$ cat config.mk
export PLATFORM = sky130hd
export DESIGN_NAME = npc_halt_ctrl_flat
export DESIGN_NICKNAME = d
export VERILOG_FILES = /design/src/rtl/npc_sim_pkg.sv /design/src/rtl/npc_halt_ctrl_if.sv /design/src/rtl/npc_watchdog.sv /design/src/rtl/npc_halt_ctrl.sv /design/src/flat_wrapper.sv
export SDC_FILE = /design/constraint.sdc
export NUM_CORES = 1
export LEC_CHECK = 0
export BUFFER_PORTS_ARGS = -buffer_cell sky130_fd_sc_hd__clkbuf_2
export CAP_MARGIN = 25
export CORE_MARGIN = 4
export CORE_UTILIZATION = 52
export DETAILED_ROUTE_END_ITERATION = 8
export PLACE_DENSITY = 0.76
export SLEW_MARGIN = 10
export SYNTH_ARGS = -nofsm -noshare
export SYNTH_HDL_FRONTEND = slang
export SYNTH_HIERARCHICAL = 1
export SYNTH_SLANG_ARGS = --single-unit
$ cat constraint.sdc
create_clock -name clock -period 3.4 [get_ports clock]
set_clock_uncertainty 0.1 [all_clocks]
set_input_delay 0.68 -clock clock [delete_from_list [all_inputs] [get_ports clock]]
set_output_delay 0.68 -clock clock [all_outputs]
set_load 0.01 [all_outputs]
$ cat src/rtl/npc_sim_pkg.sv
// npc_sim_pkg: shared constants and enums for the NPC simulation halt sequencer
package npc_sim_pkg;
   localparam logic [31:0] EBREAK_INST  = 32'h0010_0073;
   localparam logic [31:0] TIMEOUT_CODE = 32'hFFFF_FFFF;
   typedef enum logic [1:0] {GOOD_TRAP, BAD_TRAP, TIMEOUT} halt_reason_e;
   typedef enum logic [1:0] {RUN, DRAIN, HALT} halt_state_e;
endpackage

$ cat src/rtl/npc_halt_ctrl_if.sv
// npc_halt_ctrl_if: commit stream from the core and halt status back to the sim top
interface npc_halt_ctrl_if #(parameter int XLEN = 64, parameter int CNT_W = 64);
   logic              commit_valid;
   logic [31:0]       commit_inst;
   logic [XLEN-1:0]   commit_pc;
   logic [XLEN-1:0]   a0_value;
   logic              pipe_empty;
   logic              fetch_stop;
   logic              halted;
   logic [1:0]        halt_reason;
   logic [31:0]       halt_code;
   logic [XLEN-1:0]   halt_pc;
   logic [CNT_W-1:0]  inst_cnt;
   logic [CNT_W-1:0]  cycle_cnt;
   modport master (
      output commit_valid, commit_inst, commit_pc, a0_value, pipe_empty,
      input  fetch_stop, halted, halt_reason, halt_code, halt_pc, inst_cnt, cycle_cnt
   );
   modport slave (
      input  commit_valid, commit_inst, commit_pc, a0_value, pipe_empty,
      output fetch_stop, halted, halt_reason, halt_code, halt_pc, inst_cnt, cycle_cnt
   );
endinterface

$ cat src/rtl/npc_watchdog.sv
// npc_watchdog: counts consecutive idle enabled cycles, pulses expire on the LIMIT-th one
module npc_watchdog #(parameter int LIMIT = 1024) (
   input  logic clock,
   input  logic reset_n,
   input  logic clear,
   input  logic enable,
   output logic expire
);
   localparam int W = (LIMIT == 0) ? 1 : $clog2(LIMIT + 1);
   logic [W-1:0] cnt;
   assign expire = (LIMIT != 0) && enable && !clear && (cnt == W'(LIMIT - 1));
   always_ff @(posedge clock or negedge reset_n)
      if (!reset_n) cnt <= '0;
      else if (clear) cnt <= '0;
      else if (enable && cnt != '1) cnt <= cnt + 1'b1;
endmodule

$ cat src/rtl/npc_halt_ctrl.sv
// npc_halt_ctrl: detects ebreak or idle timeout, drains the pipeline, then halts the simulation
module npc_halt_ctrl
   import npc_sim_pkg::*;
#(
   parameter int XLEN      = 64,
   parameter int CNT_W     = 64,
   parameter int WDT_LIMIT = 1024
) (
   input logic             clock,
   input logic             reset_n,
   npc_halt_ctrl_if.slave  bus
);
   localparam logic [1:0] S_RUN   = RUN;
   localparam logic [1:0] S_DRAIN = DRAIN;
   localparam logic [1:0] S_HALT  = HALT;
   logic [1:0]       state;
   logic [XLEN-1:0]  last_pc, pc_q;
   logic [31:0]      code_q;
   halt_reason_e     reason_q;
   logic [CNT_W-1:0] inst_q, cyc_q;
   logic             run, trap, expire;
   assign run  = state == S_RUN;
   assign trap = run && bus.commit_valid && bus.commit_inst == EBREAK_INST;
   npc_watchdog #(.LIMIT(WDT_LIMIT)) u_wdt (
      .clock   (clock),
      .reset_n (reset_n),
      .clear   (bus.commit_valid),
      .enable  (run),
      .expire  (expire)
   );
   always_ff @(posedge clock or negedge reset_n)
      if (!reset_n) begin
         state    <= S_RUN;
         last_pc  <= '0;
         pc_q     <= '0;
         code_q   <= '0;
         reason_q <= GOOD_TRAP;
         inst_q   <= '0;
         cyc_q    <= '0;
      end else begin
         if (state != S_HALT) cyc_q <= cyc_q + 1'b1;
         if (run && bus.commit_valid) begin
            inst_q  <= inst_q + 1'b1;
            last_pc <= bus.commit_pc;
         end
         if (trap) begin
            code_q   <= bus.a0_value[31:0];
            pc_q     <= bus.commit_pc;
            reason_q <= (bus.a0_value[31:0] == 32'd0) ? GOOD_TRAP : BAD_TRAP;
            state    <= S_DRAIN;
         end else if (expire) begin
            code_q   <= TIMEOUT_CODE;
            pc_q     <= last_pc;
            reason_q <= TIMEOUT;
            state    <= S_DRAIN;
         end else if (state == S_DRAIN && bus.pipe_empty) state <= S_HALT;
      end
   assign bus.fetch_stop  = state != S_RUN;
   assign bus.halted      = state == S_HALT;
   assign bus.halt_reason = reason_q;
   assign bus.halt_code   = code_q;
   assign bus.halt_pc     = pc_q;
   assign bus.inst_cnt    = inst_q;
   assign bus.cycle_cnt   = cyc_q;
endmodule

$ cat src/flat_wrapper.sv
// flat-port wrapper written by rule: the top's interface ports become plain ports
module npc_halt_ctrl_flat import npc_sim_pkg::*;
#(
   parameter int XLEN      = 64,
   parameter int CNT_W     = 64,
   parameter int WDT_LIMIT = 1024
)
  (clock, reset_n, bus_commit_valid, bus_commit_inst, bus_commit_pc, bus_a0_value, bus_pipe_empty, bus_fetch_stop, bus_halted, bus_halt_reason, bus_halt_code, bus_halt_pc, bus_inst_cnt, bus_cycle_cnt);
  npc_halt_ctrl_if #(.XLEN(XLEN), .CNT_W(CNT_W)) bus_i ();
  input logic clock;
  input logic reset_n;
  input wire logic [$bits(bus_i.commit_valid)-1:0] bus_commit_valid;
  input wire logic [$bits(bus_i.commit_inst)-1:0] bus_commit_inst;
  input wire logic [$bits(bus_i.commit_pc)-1:0] bus_commit_pc;
  input wire logic [$bits(bus_i.a0_value)-1:0] bus_a0_value;
  input wire logic [$bits(bus_i.pipe_empty)-1:0] bus_pipe_empty;
  output wire logic [$bits(bus_i.fetch_stop)-1:0] bus_fetch_stop;
  output wire logic [$bits(bus_i.halted)-1:0] bus_halted;
  output wire logic [$bits(bus_i.halt_reason)-1:0] bus_halt_reason;
  output wire logic [$bits(bus_i.halt_code)-1:0] bus_halt_code;
  output wire logic [$bits(bus_i.halt_pc)-1:0] bus_halt_pc;
  output wire logic [$bits(bus_i.inst_cnt)-1:0] bus_inst_cnt;
  output wire logic [$bits(bus_i.cycle_cnt)-1:0] bus_cycle_cnt;
  assign bus_i.commit_valid = bus_commit_valid;
  assign bus_i.commit_inst = bus_commit_inst;
  assign bus_i.commit_pc = bus_commit_pc;
  assign bus_i.a0_value = bus_a0_value;
  assign bus_i.pipe_empty = bus_pipe_empty;
  assign bus_fetch_stop = bus_i.fetch_stop;
  assign bus_halted = bus_i.halted;
  assign bus_halt_reason = bus_i.halt_reason;
  assign bus_halt_code = bus_i.halt_code;
  assign bus_halt_pc = bus_i.halt_pc;
  assign bus_inst_cnt = bus_i.inst_cnt;
  assign bus_cycle_cnt = bus_i.cycle_cnt;
  npc_halt_ctrl #(.XLEN(XLEN), .CNT_W(CNT_W), .WDT_LIMIT(WDT_LIMIT)) u_core (.clock(clock), .reset_n(reset_n), .bus(bus_i));
endmodule
==> impl_metrics.yaml <==
outcome:
  status: "finished, final reports clean"
clocking:
  ctsHtreeMaxLevel: 1
  clkLatencyLatePin_ps: 550
  cts_buffer_depth: 3
  root_buffer: "clkbuf_16"
  post-cts-setup-buffers: 0
  cts_tree: "done"
  cts_made_buffers: 31
  clkTransAtPathRegs_ps: 60
  clock_sinks: 303
route:
  viasPerCell: 5.48
  ant_nets: 0
  vias: 11400
  drt-initial-drc-count: 936
  finalWirelength_um: 35900
  drtPass1Iterations: 5
  drcViolationCount: 0
  wl_per_cell_um: 17.2
layout:
  num-fill-cells: 2133
  syn_to_final_growth_pct: 23.6
  drive_gt1_share_pct: 26.5
  fin_nets: 1894
  fin_cells: 2086
  antenna_cells: 0
synth:
  yosys_register_bits: 303
  yosys_warnings: 6
  synth_commonest_cells: "303 x dfrtp_1, 255 x nand2_1, 170 x nor2_1"
  synth_cell_type_count: 50
  synthTopCellsByArea: "dfrtp_1 56%, nand2_1 7.0%, mux2i_1 4.8%"
  synth.top_cell.area_share_pct: 55.5
  ys_async_sr_fraction_pct: 100
  synth_edf_count: 0
  synth_ff_type: "dfrtp_1"
  yosysSeqAreaShare_pct: 55.5
  syn_inst: 1370
  syn_nets: 1537
  synth_area_um2: 13700
  avgSynthCellArea_um2: 9.97
  synth_most_common_cell: "dfrtp_1"
  synth_top_area_cell: "dfrtp_1"
sta:
  worstMarginPinSlew_ps: 894
  fin_tns_setup_ps: 0
  rsz0062_at_grt: "false"
  period_needed_ps: 2770
  fmax_mhz: 361
  slew_headroom_pct: 40.4
  finalHoldViolations: 0
  fin_crit_sh_pct: 81.4
  setup_viol: 0
  drv_slew: 0
place:
  place_hpwl_um: 25400
  io_buffers: 359
  place.gp.congestion: 0.872
  dp.cells: 2028
power_and_ir_drop:
  power_density_nw_per_um2: 481
  vdd_drop_max_v: 0.000470
  leakage_nw: 8.55
critical_path:
  rr_worst_depth: 7
  cp_data_arrival_time_ps: 3080
  r2r_start: "u_core/u_wdt/cnt[0]$_DFFE_PN0P_"
  cp-start-kind: "flop"
  setup.worst_path.class: "reg2reg"
  critPathLaunch: "u_core/u_wdt/cnt[0]$_DFFE_PN0P_"
  cp_data_required_time_ps: 3710
  path_max_fanout: 64
  critPathCaptureType: "flop"
floorplan:
  die_y_um: 170
  die_w_um: 170
  core_um2: 26000
  num_io_pins: 392
  die-area_um2: 28900
  rows: 59
  initial_core_util_pct: 52.6
run:
  cap_violations: 0
global_route:
  grt_max_degree: 93
  grt_usage_pct: 24.2
  grt_pass1_vias: 11500
  grt_remaining_overflow: 0
  grt_pass1_wl_um: 58300
  antenna_found_initial: 2
min_path:
  worstHoldStart: "bus_commit_pc[49]"
  hp-class: "in2reg"
  holdPathStages: 3
[layer usage]
| layer | share of wire, % | vias up | track usage [%] | routed length, um |
|---|---|---|---|---|
| met4 | 1.6 | 4 | 4.65 | 572 |
| met3 | 9.3 | 52 | 6.97 | 3330 |
| met5 | 0.061 | - | 0 | 22 |
| met1 | 41 | 5526 | 31.7 | 14600 |
| li1 | - | 5402 | - | - |
| met2 | 48 | 437 | 40.8 | 17400 |
[worst max-delay path: stages (launching register included)]
cell and delay (ps):
dfrtp_1 400, ha_1 340, nand3_2 150, or4_1 580, nor3_2 230, buf_12 400
mux2i_1 240, a21oi_1 90
[metrics by stage]
| step | total power, mW | area, um^2 | setup WS, ps | hold WS, ps | util [%] |
|---|---|---|---|---|---|
| 3_3_place_gp | 4.90 | 15900 | 568 | 355 | 61.2 |
| 4_1_cts | 8.22 | 16900 | 658 | 198 | 65.0 |
| 5_1_grt | 8.50 | 16900 | 513 | 208 | 65.0 |
| 2_1_floorplan | 4.50 | 13700 | 547 | 284 | - |
| 3_5_place_dp | 4.94 | 15900 | 497 | 362 | 61.2 |
| 6_report | 8.11 | 16900 | 634 | 231 | 65.0 |
[kinds of logic (layout without fill, tap and decap cells)]
logic type                 after synthesis  after routing  share of synthesized area, %
AOI/OAI and AO/OA                      114            114                          4.57
xor gates and xnor gates               126            126                          8.08
adders and majority gates                3              3                         0.275
buffers and inverters                   70            451                          2.02
DFF                                    303            303                          55.5
muxes                                   70             70                          5.18
and+or+nand+nor                        684            684                          24.4
[final cells by class]
type | instances | area, um^2 | area share [%]
Timing Repair Buffer | 380 | 2040 | 12.1
Sequential cell | 303 | 7580 | 44.9
Multi-Input combinational cell | 997 | 5810 | 34.5
Inverter | 14 | 52.6 | 0.311
Clock buffer | 44 | 865 | 5.12
Clock inverter | 13 | 103 | 0.608
Tap cell | 335 | 419 | 2.48
[power breakdown]
| group | internal [mW] | total, mW | switching, mW |
|---|---|---|---|
| Combinational | 0.312 | 0.788 | 0.476 |
| Sequential | 3.87 | 4.09 | 0.217 |
| Clock | 1.84 | 3.23 | 1.39 |
| Total | 6.02 | 8.11 | 2.09 |
[placed cells by master, fill, tap and decap left out, drive strengths merged, types with 2 or more instances in the layout]
cell type,netlist,final
nand4,60,60
buf,13,21
or4,5,5
and2,4,4
clkinvlp,0,2
xnor2,70,70
ha,3,3
nor2,170,170
dfrtp,303,303
nor3,47,47
xor2,56,56
inv,14,15
nand3,56,56
nor4,32,32
nor4b,2,2
nand2b,6,6
nand2,255,255
a311oi,3,3
a21oi,103,103
clkbuf,43,402
mux2i,65,65
mux2,5,5
or3,6,6
nor2b,5,5
nor3b,3,3
nor4bb,3,3
clkinv,0,9
and4,9,9
and3,17,17
or2,2,2
[final timing paths]
kind	endpoint	slack, ps
setup reg to reg	u_core/bus.halt_pc[38]$_DFFE_PN0P_	630
hold / removal	u_core/last_pc[49]$_DFFE_PN0P_	230
setup / recovery	u_core/bus.halt_pc[38]$_DFFE_PN0P_	630
max in group asynchronous	u_core/last_pc[28]$_DFFE_PN0P_	1670
hold reg to reg	u_core/bus.inst_cnt[63]$_DFFE_PN0P_	370
min in group asynchronous	u_core/bus.cycle_cnt[25]$_DFFE_PN0N_	590
[state kept, by name, indices dropped and copies added, names as in the netlist]
signal	cells
u_core/bus.cycle_cnt	64
u_core/bus.halt_pc	64
u_core/bus.inst_cnt	64
u_core/last_pc	64
u_core/bus.halt_code	32
u_core/u_wdt/cnt	11
u_core/bus.halt_reason	2
u_core/state	2
[timing repair]
item | CTS | global route
hold buffers | 1 | 0
endpoints found under the hold margin | 7 | 0
setup endpoints to repair | 0 | 0
gates resized for setup | 0 | 0
No activity file was read; power rests on OpenSTA's default activity.
